==> src/rtl/nibble_serial_subtractor_if.sv <==
// nibble_serial_subtractor_if: operand/result valid-ready bundle (in_valid/in_ready/a/b/borrow_in in, out_valid/out_ready/diff/borrow_out/ovf/zero out)
interface nibble_serial_subtractor_if #(parameter int WIDTH = 16);
  logic             in_valid;
  logic             in_ready;
  logic [WIDTH-1:0] a;
  logic [WIDTH-1:0] b;
  logic             borrow_in;
  logic             out_valid;
  logic             out_ready;
  logic [WIDTH-1:0] diff;
  logic             borrow_out;
  logic             ovf;
  logic             zero;
  modport master (
    output in_valid, a, b, borrow_in, out_ready,
    input  in_ready, out_valid, diff, borrow_out, ovf, zero
  );
  modport slave (
    input  in_valid, a, b, borrow_in, out_ready,
    output in_ready, out_valid, diff, borrow_out, ovf, zero
  );
endinterface

==> src/rtl/nibble_serial_subtractor.sv <==
// nibble_serial_subtractor: diff = a - b - borrow_in, SLICE bits per clock with registered borrow; ports clk, rst_n (sync, active-low), bus (slave: operands in, result out)
module nibble_serial_subtractor #(
  parameter int WIDTH = 16,
  parameter int SLICE = 4
) (
  input logic                    clk,
  input logic                    rst_n,
  nibble_serial_subtractor_if.slave bus
);
  localparam int N  = WIDTH / SLICE;
  localparam int CW = N > 1 ? $clog2(N) : 1;
  typedef enum logic [1:0] {IDLE, RUN, DONE} state_t;
  state_t           state, state_nx;
  logic [WIDTH-1:0] a_r, b_r, diff_r, diff_nx;
  logic [SLICE:0]   sub;
  logic [CW-1:0]    cnt;
  logic             borrow, borrow_out, ovf, zero, last;
  assign last    = cnt == CW'(N - 1);
  assign sub     = {1'b0, a_r[SLICE-1:0]} - {1'b0, b_r[SLICE-1:0]} - {{SLICE{1'b0}}, borrow};
  assign diff_nx = WIDTH'({sub[SLICE-1:0], diff_r} >> SLICE);
  always_comb begin
    state_nx = state == IDLE ? (bus.in_valid ? RUN : IDLE) :
               state == RUN  ? (last ? DONE : RUN) :
               state == DONE ? (bus.out_ready ? IDLE : DONE) : IDLE;
  end
  always_ff @(posedge clk) begin
    if (!rst_n) begin
      state      <= IDLE;
      cnt        <= '0;
      borrow     <= 1'b0;
      diff_r     <= '0;
      borrow_out <= 1'b0;
      ovf        <= 1'b0;
      zero       <= 1'b0;
    end else begin
      state <= state_nx;
      if (state == IDLE && bus.in_valid) begin
        a_r    <= bus.a;
        b_r    <= bus.b;
        borrow <= bus.borrow_in;
        cnt    <= '0;
      end else if (state == RUN) begin
        a_r    <= a_r >> SLICE;
        b_r    <= b_r >> SLICE;
        diff_r <= diff_nx;
        borrow <= sub[SLICE];
        cnt    <= cnt + 1'b1;
        if (last) begin
          borrow_out <= sub[SLICE];
          zero       <= diff_nx == '0;
          ovf        <= (a_r[SLICE-1] != b_r[SLICE-1]) && (sub[SLICE-1] != a_r[SLICE-1]);
        end
      end
    end
  end
  assign bus.in_ready   = state == IDLE;
  assign bus.out_valid  = state == DONE;
  assign bus.diff       = diff_r;
  assign bus.borrow_out = borrow_out;
  assign bus.ovf        = ovf;
  assign bus.zero       = zero;
endmodule

==> src/flat_wrapper.sv <==
// flat-port wrapper written by rule: the top's interface ports become plain ports
module nibble_serial_subtractor_flat 
#(
  parameter int WIDTH = 16,
  parameter int SLICE = 4
)
  (clk, rst_n, bus_in_valid, bus_a, bus_b, bus_borrow_in, bus_out_ready, bus_in_ready, bus_out_valid, bus_diff, bus_borrow_out, bus_ovf, bus_zero);
  nibble_serial_subtractor_if #(.WIDTH(WIDTH)) bus_i ();
  input logic clk;
  input logic rst_n;
  input wire logic [$bits(bus_i.in_valid)-1:0] bus_in_valid;
  input wire logic [$bits(bus_i.a)-1:0] bus_a;
  input wire logic [$bits(bus_i.b)-1:0] bus_b;
  input wire logic [$bits(bus_i.borrow_in)-1:0] bus_borrow_in;
  input wire logic [$bits(bus_i.out_ready)-1:0] bus_out_ready;
  output wire logic [$bits(bus_i.in_ready)-1:0] bus_in_ready;
  output wire logic [$bits(bus_i.out_valid)-1:0] bus_out_valid;
  output wire logic [$bits(bus_i.diff)-1:0] bus_diff;
  output wire logic [$bits(bus_i.borrow_out)-1:0] bus_borrow_out;
  output wire logic [$bits(bus_i.ovf)-1:0] bus_ovf;
  output wire logic [$bits(bus_i.zero)-1:0] bus_zero;
  assign bus_i.in_valid = bus_in_valid;
  assign bus_i.a = bus_a;
  assign bus_i.b = bus_b;
  assign bus_i.borrow_in = bus_borrow_in;
  assign bus_i.out_ready = bus_out_ready;
  assign bus_in_ready = bus_i.in_ready;
  assign bus_out_valid = bus_i.out_valid;
  assign bus_diff = bus_i.diff;
  assign bus_borrow_out = bus_i.borrow_out;
  assign bus_ovf = bus_i.ovf;
  assign bus_zero = bus_i.zero;
  nibble_serial_subtractor #(.WIDTH(WIDTH), .SLICE(SLICE)) u_core (.clk(clk), .rst_n(rst_n), .bus(bus_i));
endmodule
==> config.mk <==
export PLATFORM = sky130hd
export DESIGN_NAME = nibble_serial_subtractor_flat
export DESIGN_NICKNAME = d
export VERILOG_FILES = /design/src/rtl/nibble_serial_subtractor_if.sv /design/src/rtl/nibble_serial_subtractor.sv /design/src/flat_wrapper.sv
export SDC_FILE = /design/constraint.sdc
export NUM_CORES = 1
export LEC_CHECK = 0
export CAP_MARGIN = 15
export CORE_ASPECT_RATIO = 0.75
export CORE_MARGIN = 2
export CORE_UTILIZATION = 50
export DETAILED_ROUTE_END_ITERATION = 10
export HOLD_SLACK_MARGIN = 0.12
export PLACE_DENSITY = 0.8
export SYNTH_ARGS = -nofsm -noshare
export SYNTH_HDL_FRONTEND = slang
export SYNTH_SLANG_ARGS = --single-unit
==> constraint.sdc <==
create_clock -name clk -period 4 [get_ports clk]
set_clock_uncertainty 0.2 [all_clocks]
set_input_delay 0.8 -clock clk [delete_from_list [all_inputs] [get_ports clk]]
set_output_delay 0.8 -clock clk [all_outputs]
set_load 0.05 [all_outputs]
# After elaboration in Yosys (flattened, before gate mapping)
# Index checks and enable logic that the tools add are counted.
word_totals:
  regBits: 56
  inputBits: 37
  out_inout_bits: 21
  elab_cells: 40
op_classes:
  n_addsub: 3
  n_eq_ne: 5
  n_mux: 12
  n_bitwise: 2
  n_reduce_logical: 9
op_table:
  columns: ["cell", "count"]
  rows:
  - ["16-bit two-way mux", 4]
  - ["16-bit logical NOT", 1]
  - ["2-bit two-way mux", 5]
  - ["4-bit by 4-bit subtractor with 5-bit output", 1]
  - ["5-bit by 1-bit subtractor with 5-bit output", 1]
  - ["2-bit == test, second input constant", 2]
  - ["2-bit AND reduction", 2]
  - ["1-bit two-way mux", 3]
  - ["3-bit AND reduction", 1]
  - ["2-bit by 1-bit adder with 2-bit output, second input constant", 1]
  - ["2-bit by 1-bit == test with 1-bit output, second input constant", 1]
  - ["1-bit logical AND", 2]
  - ["2-bit logical NOT", 1]
  - ["1-bit != test", 2]
  - ["1-bit inverter", 2]
  - ["2-bit nonzero test", 1]
  - ["2-bit OR reduction", 1]

# Depth between registers and ports, before layout
# Gate-level depths: netlist of run 1.
depth:
  depth_word: 4
  depth_mapped: 8
  mapped_depth_nobuf: 8

# Least setup slack after synthesis of run 1
# Ideal clock, no wire load.
synth_timing:
  path_type: "input port to flip-flop"
  start: "in bus_in_valid"
  end: "reg u_core.a_r[0] (enable)"
  setup_ns: 0.421
  arrival_ns: 2.644
  required_ns: 3.379
  setup_slack_ns: 0.735
  cell_stages: 3
  path_buffers: 0
  cell_sequence: "nor3b_4 nor2_1 nor2_1"
synth_between:
  elab_chain_cells: 3
synth_rtl:
  columns: ["element", "line", "text"]
  rows:
  - ["start, declared", "flat_wrapper.sv:11", "input wire logic [$bits(bus_i.in_valid)-1:0] bus_in_valid;"]
  - ["1-bit logical AND", "nibble_serial_subtractor.sv:37", "if (state == IDLE && bus.in_valid) begin"]
  - ["2-bit nonzero test (no source line)", null, null]
  - ["2-bit AND reduction (no source line)", null, null]
  - ["end signal, assigned", "nibble_serial_subtractor.sv:38", "a_r <= bus.a;"]
  - ["end signal, assigned", "nibble_serial_subtractor.sv:43", "a_r <= a_r >> SLICE;"]
  - ["end, declared", "nibble_serial_subtractor.sv:14", "logic [WIDTH-1:0] a_r, b_r, diff_r, diff_nx;"]
# Every way passes these cells.
# A chain may end at the register's enable or synchronous reset.

# Worst setup path after layout of run 1
layout_timing:
  start: "reg u_core.state[1]"
  end: "out bus_out_valid"
layout_between:
  elab_chain_cells: 1
layout_rtl:
  columns: ["element", "line", "text"]
  rows:
  - ["start, declared", "nibble_serial_subtractor.sv:13", "state_t state, state_nx;"]
  - ["start signal, assigned", "nibble_serial_subtractor.sv:36", "state <= state_nx;"]
  - ["2-bit == test", "nibble_serial_subtractor.sv:57", "assign bus.out_valid = state == DONE;"]
  - ["end, declared", "flat_wrapper.sv:17", "output wire logic [$bits(bus_i.out_valid)-1:0] bus_out_valid;"]
# Every way passes these cells.

==> metrics.md, run 1 <==
| Metric | Value |
|---|---|
| Die Ht | 65.54 µm |
| CP delay by family, top | buffers and inverters |
| Max Slew Vio Count | 0 |
| Syn Inst Count | 211 |
| Nets | 315 |
| Starting Density | 51.82% |
| Power density over the cells | 380.1 mW/mm² |
| Levels on crit path | 2 |
| Total die area | 0.005640 mm² |
| Cell area after synthesis | 0.002525 mm² |
| DRT iter0 DRCs | 94 |
| Worst min-delay path category | reg -> reg |
| Crit path buf inv count | 1 |
| Resized Gates After CTS | 0 |
| Core Area | 0.004872 mm² |
| Layout cells sized above 1 | 13.70% |
| Netlist cell types | 33 |
| Endpoints failing setup | 0 |
| Crit path required time | 3.00 ns |
| Number of I/O pins | 58 |
| Synth top area share | 38.06% |
| CP startpoint kind | flop |
| Post-Route Setup TNS | 0 ns |
| Net Count, Synth | 257 |
| IO buf count | 57 |
| Relative slew slack | 43.41% |
| Remaining antenna violation count | 0 |
| Fin cells | 330 |
| Hold Buf Count CTS | 0 |
| Final GP Congestion | 0.8356 |
| Worst setup EP type | primary output |
| MaxCap Viol Count | 0 |
| H-tree lvl count | 2 |
| FF-to-FF path depth | 8 |
| Pleak | 1.168 nW |
| Final WS setup | 1.252 ns |
| Main area contributors after synthesis | edfxtp_1 38%, dfxtp_1 19%, mux2_2 11%, nand2_1 4.9%, a21boi_0 4.5% |
| Layout overhead on the synthesized area | 28.49% |
| Num CTS Buffers | 5 |
| Arr. time, crit path | 1.75 ns |
| Post-DR vias/cell | 5.088 |
| ANT cells | 0 |
| Crit-path max cell delay | 0.82 ns |
| YS warnings | 0 |
| Global-route wire length before repair | 6.934 mm |
| Dpl hpwl | 3.056 mm |
| Routed length per instance | 13.08 µm |
| Mean Syn Cell Area | 11.97 µm² |
| Final WL | 4.315 mm |
| Initial DRT Pass Iterations | 4 |
| Num rows | 22 |
| Clock-pin slew on the worst setup and hold paths | 0.10 ns |
| Peak VDD IR | 0.0002282 V |
| Worst hold margin | 0.2717 ns |
| Hold depth | 2 |
| Vias in the first global route | 1628 |
| Count of final hold-check violations | 0 |
| Crit-path cells | nor2b_1, clkdlybuf4s50_1 |
| Die width | 86.06 µm |
| Post-layout min period | 2.748 ns |
| Clock sink count | 56 |
| CTS tree | done |
| Vias | 1679 |
| Initial antenna violation count | 0 |
| Worst slew pin tran | 0.8468 ns |
| Max Freq | 363.9 MHz |
| DR DRC count | 0 |
| Worst-skew pair later-pin latency | 0.31 ns |
| Sequential share of the synthesized area | 57.09% |
| Gr usage total | 16.17% |
| Crit Path Max Fanout | 5 |
| Outcome | finished clean |
| Clk Tree Root Cell | clkbuf_8 |
| Critical-path top delay cell | clkdlybuf4s50_1 |
| Final period utilization | 68.70% |
| Synth area leader | edfxtp_1 |
| Max Buffers Root-to-Sink | 2 |
| Post-Place Setup Slack | 1.103 ns |
| Gr ovfl total | 0 |
| #FFs+latches synth | 56 |
| RSZ-0062 raised after global routing | false |
| Largest net degree at the start of global routing | 36 |
| Post-CTS setup repair buffer count | 0 |
| CP Class | reg -> out |
| Placed insts | 322 |
## where the power goes
part / internal, mW / total (mW) / switching (mW)
combinational: 0.109 / 0.222 / 0.113
clock: 0.161 / 0.344 / 0.183
sequential: 0.650 / 0.666 / 0.0165
total: 0.920 / 1.23 / 0.313
## worst min-delay path, delay by kind of cell (launching register included)
| family | cells | cell delay [ns] |
|---|---|---|
| flip-flops | 1 | 0.32 |
| AND/OR/NAND/NOR | 1 | 0.05 |
| AO/OA/AOI/OAI | 1 | 0.06 |
## logic make-up after synthesis
logic type,count (synthesis),synth area share [%]
AO/OA/AOI/OAI,30,8.176
flip-flops,56,57.09
adder cells (fa/ha/maj),9,5.054
multiplexers,24,10.70
AND/OR/NAND/NOR,68,13.33
buffers and inverters,19,3.915
XOR/XNOR,5,1.735
## final timing paths
kind	slack [ns]	endpoint	startpoint
setup / recovery	1.25	bus_out_valid	u_core.state[1]
hold / removal	0.27	u_core.bus.diff[1]	u_core.bus.diff[1]
setup reg to reg	1.63	u_core.bus.zero	u_core.borrow
hold reg to reg	0.27	u_core.bus.diff[1]	u_core.bus.diff[1]
## layout by cell type (no fill, tap or decap), types with 5 or more instances in the layout
cell and count:
dfxtp_1 24, and2_1 9, mux2_2 24, a21oi_1 5, nor2_1 7, edfxtp_1 32
a21boi_0 15, clkdlybuf4s50_1 57, clkbuf_8 5, inv_1 10, nand2_1 33, ha_1 7
## registers in the layout (all words and copies together) (netlist names)
register and flops:
u_core.a_r 16, u_core.borrow 1, u_core.bus.borrow_out 1, u_core.cnt 2
u_core.bus.zero 1, u_core.b_r 16, u_core.bus.diff 16, u_core.state 2
u_core.bus.ovf 1
## synth_stat cells (all sizes together)
library cell / instances
a21boi: 15
a21oi: 5
a22oi: 1
and2: 9
and2b: 1
and3: 1
buf: 7
clkbuf: 2
dfxtp: 24
edfxtp: 32
fa: 2
ha: 7
inv: 10
mux2: 24
nand2: 33
nand2b: 3
nand3: 3
nand3b: 1
nand4: 1
nor2: 8
nor2b: 4
nor3b: 1
nor4: 2
nor4b: 1
o211a: 1
o211ai: 1
o21a: 2
o21ai: 3
o22ai: 1
o31ai: 1
xnor2: 3
xor2: 2
## per-layer routing
| layer | global-route usage (%) | vias to the layer above | wire length, µm |
|---|---|---|---|
| li1 | - | 842 | - |
| met1 | 18.60 | 783 | 1940 |
| met2 | 26.26 | 44 | 1989 |
| met3 | 5.779 | 10 | 286 |
| met4 | 9.127 | 0 | 99 |
| met5 | 0 | - | 0 |
## per-stage QoR
stage / cell area, µm² / power (mW) / util (%)
after floorplan: 2525 / 0.8273 / -
after global routing: 3244 / 1.289 / 66.59
after detailed placement: 3139 / 0.9014 / 64.43
after CTS: 3244 / 1.243 / 66.59
after global placement: 3139 / 0.8958 / 64.43
final: 3244 / 1.233 / 66.59
## area by class of cell
| cell class | count | area [µm²] |
|---|---|---|
| Multi-Input combinational cell | 136 | 992.2 |
| Clock buffer | 6 | 93.84 |
| Timing Repair Buffer | 60 | 593.1 |
| Clock inverter | 2 | 11.26 |
| Inverter | 10 | 37.54 |
| Tap cell | 60 | 75.07 |
| Sequential cell | 56 | 1441 |
| Fill cell | 365 | 1628 |
(Power assumes the default switching activity.)
==> run 2: changes to the inputs <==
--- a/config.mk
+++ b/config.mk
@@ -8,10 +8,10 @@
 export CAP_MARGIN = 15
 export CORE_ASPECT_RATIO = 0.75
 export CORE_MARGIN = 2
-export CORE_UTILIZATION = 50
+export CORE_UTILIZATION = 45
 export DETAILED_ROUTE_END_ITERATION = 10
 export HOLD_SLACK_MARGIN = 0.12
-export PLACE_DENSITY = 0.8
+export PLACE_DENSITY = 0.76
 export SYNTH_ARGS = -nofsm -noshare
 export SYNTH_HDL_FRONTEND = slang
 export SYNTH_SLANG_ARGS = --single-unit
==> constraint.sdc (replaced) <==
create_clock -name clk -period 2.3 [get_ports clk]
set_clock_uncertainty 0.2 [all_clocks]
set_input_delay 0.46 -clock clk [delete_from_list [all_inputs] [get_ports clk]]
set_output_delay 0.46 -clock clk [all_outputs]
set_load 0.05 [all_outputs]
==> run 2 against run 1 <==
Compared with the run above:
- via count is 3.6% higher
- setup slack worse by 1.2 ns
- global-route usage is 0.077 points lower
- hold slack worse by 0.0093 ns
- combinational power is 100% higher
- critical path depth is 4 higher
- die area is 11% higher
- core utilization is 3.8 points lower
- wire length is 9.4% higher
- largest cell class unchanged
==> metrics.md, run 2 (same netlist as run 1, synthesis figures left out) <==
| Metric | Value |
|---|---|
| Initial DRT Pass Iterations | 4 (unchanged) |
| Crit-path cells | fa_1, fa_2, xor2_1, nor2_2, nand3_1, o31ai_2 |
| Final WL | 4.721 mm (+9.4%) |
| Nets | 318 (+0.95%) |
| Setup crit start | u_core.a_r[0] |
| Vias in the first global route | 1692 (+3.9%) |
| Worst setup EP type | flop |
| Crit Path Max Fanout | 2 (-3) |
| Crit path buf inv count | 0 (-1) |
| Placed Area | 0.003201 mm² (+2.0%) |
| Final period utilization | 96.56% |
| Relative slew slack | 66.25% (+23 points) |
| CP Class | reg -> reg |
| Dpl hpwl | 3.355 mm (+9.8%) |
| Reg-to-Reg Start | u_core.a_r[0] |
| Peak VDD IR | 0.0003561 V (+56%) |
| Hold Startpoint | u_core.cnt[1] |
| Initial antenna violation count | 0 (unchanged) |
| Number of I/O pins | 58 (unchanged) |
| Remaining antenna violation count | 0 (unchanged) |
| Switching share of power | 25.13% (-0.26 points) |
| Power density over the cells | 666.7 mW/mm² (+75%) |
| CP startpoint kind | flop |
| Flip-flop and latch area | 0.001443 mm² (about the same) |
| Worst slew pin tran | 0.5047 ns (-0.3421 ns) |
| Power Total | 2.252 mW (+83%) |
| IO buf count | 57 (unchanged) |
| Clock network power share | 28.3% (+0.4 points) |
| Max Slew Vio Count | 0 (unchanged) |
| Layout overhead on the synthesized area | 33.80% |
| Sw power | 0.5660 mW (+81%) |
| Total die area | 0.006232 mm² (+11%) |
| Worst min-delay path category | reg -> reg |
| Pleak | 1.217 nW (+4.2%) |
| CTS tree | done |
| Count of final hold-check violations | 0 (unchanged) |
| Sequential power share | 51.5% (-2.5 points) |
| Clock-pin slew on the worst setup and hold paths | 0.09 ns (about the same) |
| ANT cells | 0 (unchanged) |
| Vias | 1739 (+3.6%) |
| H-tree lvl count | 2 (unchanged) |
| Starting Density | 46.92% (-4.9 points) |
| DRT iter0 DRCs | 79 (-16%) |
| Num rows | 23 (+4.5%) |
| Endpoints failing setup | 0 (unchanged) |
| Post-Layout Inst Area | 0.003378 mm² (+4.1%) |
| Clk Tree Root Cell | clkbuf_8 |
| Fillcell total | 437 (+20%) |
| MaxCap Viol Count | 0 (unchanged) |
| Layout cells sized above 1 | 19.78% (+6.1 points) |
| Die width | 90.50 µm (+5.2%) |
| Gr usage total | 16.09% (-0.077 points) |
| Gr ovfl total | 0 (unchanged) |
| Critical-path top delay cell | fa_1 |
| Outcome | finished clean |
| Footprint of the multi-input gates | 0.001052 mm² (+6.1%) |
| Die Ht | 68.87 µm (+5.1%) |
| P_int | 1.686 mW (+83%) |
| Most common cell after layout, fill and taps aside | clkdlybuf4s50_1 |
| Max Buffers Root-to-Sink | 2 (unchanged) |
| Final GP Congestion | 0.7751 (-7.2%) |
| Clock sink count | 56 (unchanged) |
| Comb pwr share | 20.1% (+2.1 points) |
| Most frequent cells in the layout | 55 x clkdlybuf4s50_1, 33 x nand2_1, 32 x edfxtp_1 |
| Routed length per instance | 13.57 µm (+3.7%) |
| Core Area | 0.005381 mm² (+10%) |
| Crit-path max cell delay | 0.48 ns (-0.34 ns) |
| Worst-skew pair later-pin latency | 0.31 ns (about the same) |
| Num CTS Buffers | 5 (unchanged) |
| RSZ-0062 raised after global routing | false |
| Arr. time, crit path | 2.24 ns (+0.49 ns) |
| CP delay by family, top | adder cells |
| Post-DR vias/cell | 4.997 (-1.8%) |
| Post-Route Setup TNS | 0 ns (unchanged) |
| Post-layout min period | 2.221 ns |
| Reg-to-reg slack, setup | 0.08 ns (-1.55 ns) |
| DR DRC count | 0 (unchanged) |
| Crit path required time | 2.32 ns (-0.68 ns) |
| Max Freq | 450.3 MHz |
| Largest net degree at the start of global routing | 36 (unchanged) |
| Global-route wire length before repair | 7.728 mm (+11%) |
[run 2: per-layer routing]
layer	vias up	share of wire [%]	GRT usage (%)
met5	-	0	0
met4	0	1.3	5.192
met3	7	5.0	3.696
met2	44	50	28.92
met1	836	44	19.74
li1	852	-	-
[run 2: area by class of cell]
class                   instances  share of cell area [%]
clock buffers                   6                   2.778
clock inverters                 2                  0.6667
inverters                      10                   1.111
multi-input cells             136                   31.15
flip-flops and latches         56                   42.70
well taps                      75                   2.778
repair buffers                 63                   18.81
[run 2: through the flow]
| stage | instances | worst slack, ns | hold slack, ns | utilization, % |
|---|---|---|---|---|
| after CTS | 348 | 0.02339 | 0.2647 | 61.64 |
| after global placement | 340 | 0.09157 | 0.2452 | 59.47 |
| after detailed placement | 340 | 0.05775 | 0.2514 | 59.47 |
| after floorplan | 211 | 0.1778 | 0.2382 | - |
| after global routing | 348 | 0.005578 | 0.2813 | 62.78 |
| final | 348 | 0.07913 | 0.2624 | 62.78 |
[run 2: final timing paths]
kind / end / depth (start not counted)
hold / removal: u_core.cnt[1] / 2
hold reg to reg: u_core.cnt[1] / 2
setup reg to reg: u_core.bus.zero / 6
setup / recovery: u_core.bus.zero / 6
[run 2: power by group through the flow]
stage | Sequential (mW) | Combinational, mW | Clock (mW)
2_1_floorplan | 1.21 | 0.227 | 0
3_3_place_gp | 1.18 | 0.400 | 0
3_5_place_dp | 1.18 | 0.409 | 0
4_1_cts | 1.16 | 0.417 | 0.656
5_1_grt | 1.17 | 0.493 | 0.692
6_report | 1.16 | 0.453 | 0.638
[run 2: worst min-delay path, stage by stage, from the launching register on]
cell and delay (ns):
dfxtp_1 0.32, nand2_1 0.05, a21oi_1 0.05
[run 2: repair_timing]
item | in CTS | in global routing
cloned | 0 | 0
pin swaps | 0 | 5
resized for setup | 1 | 16
hold buffers | 0 | 0
buffers inserted | 0 | 0
endpoints found under the setup margin | 1 | 5
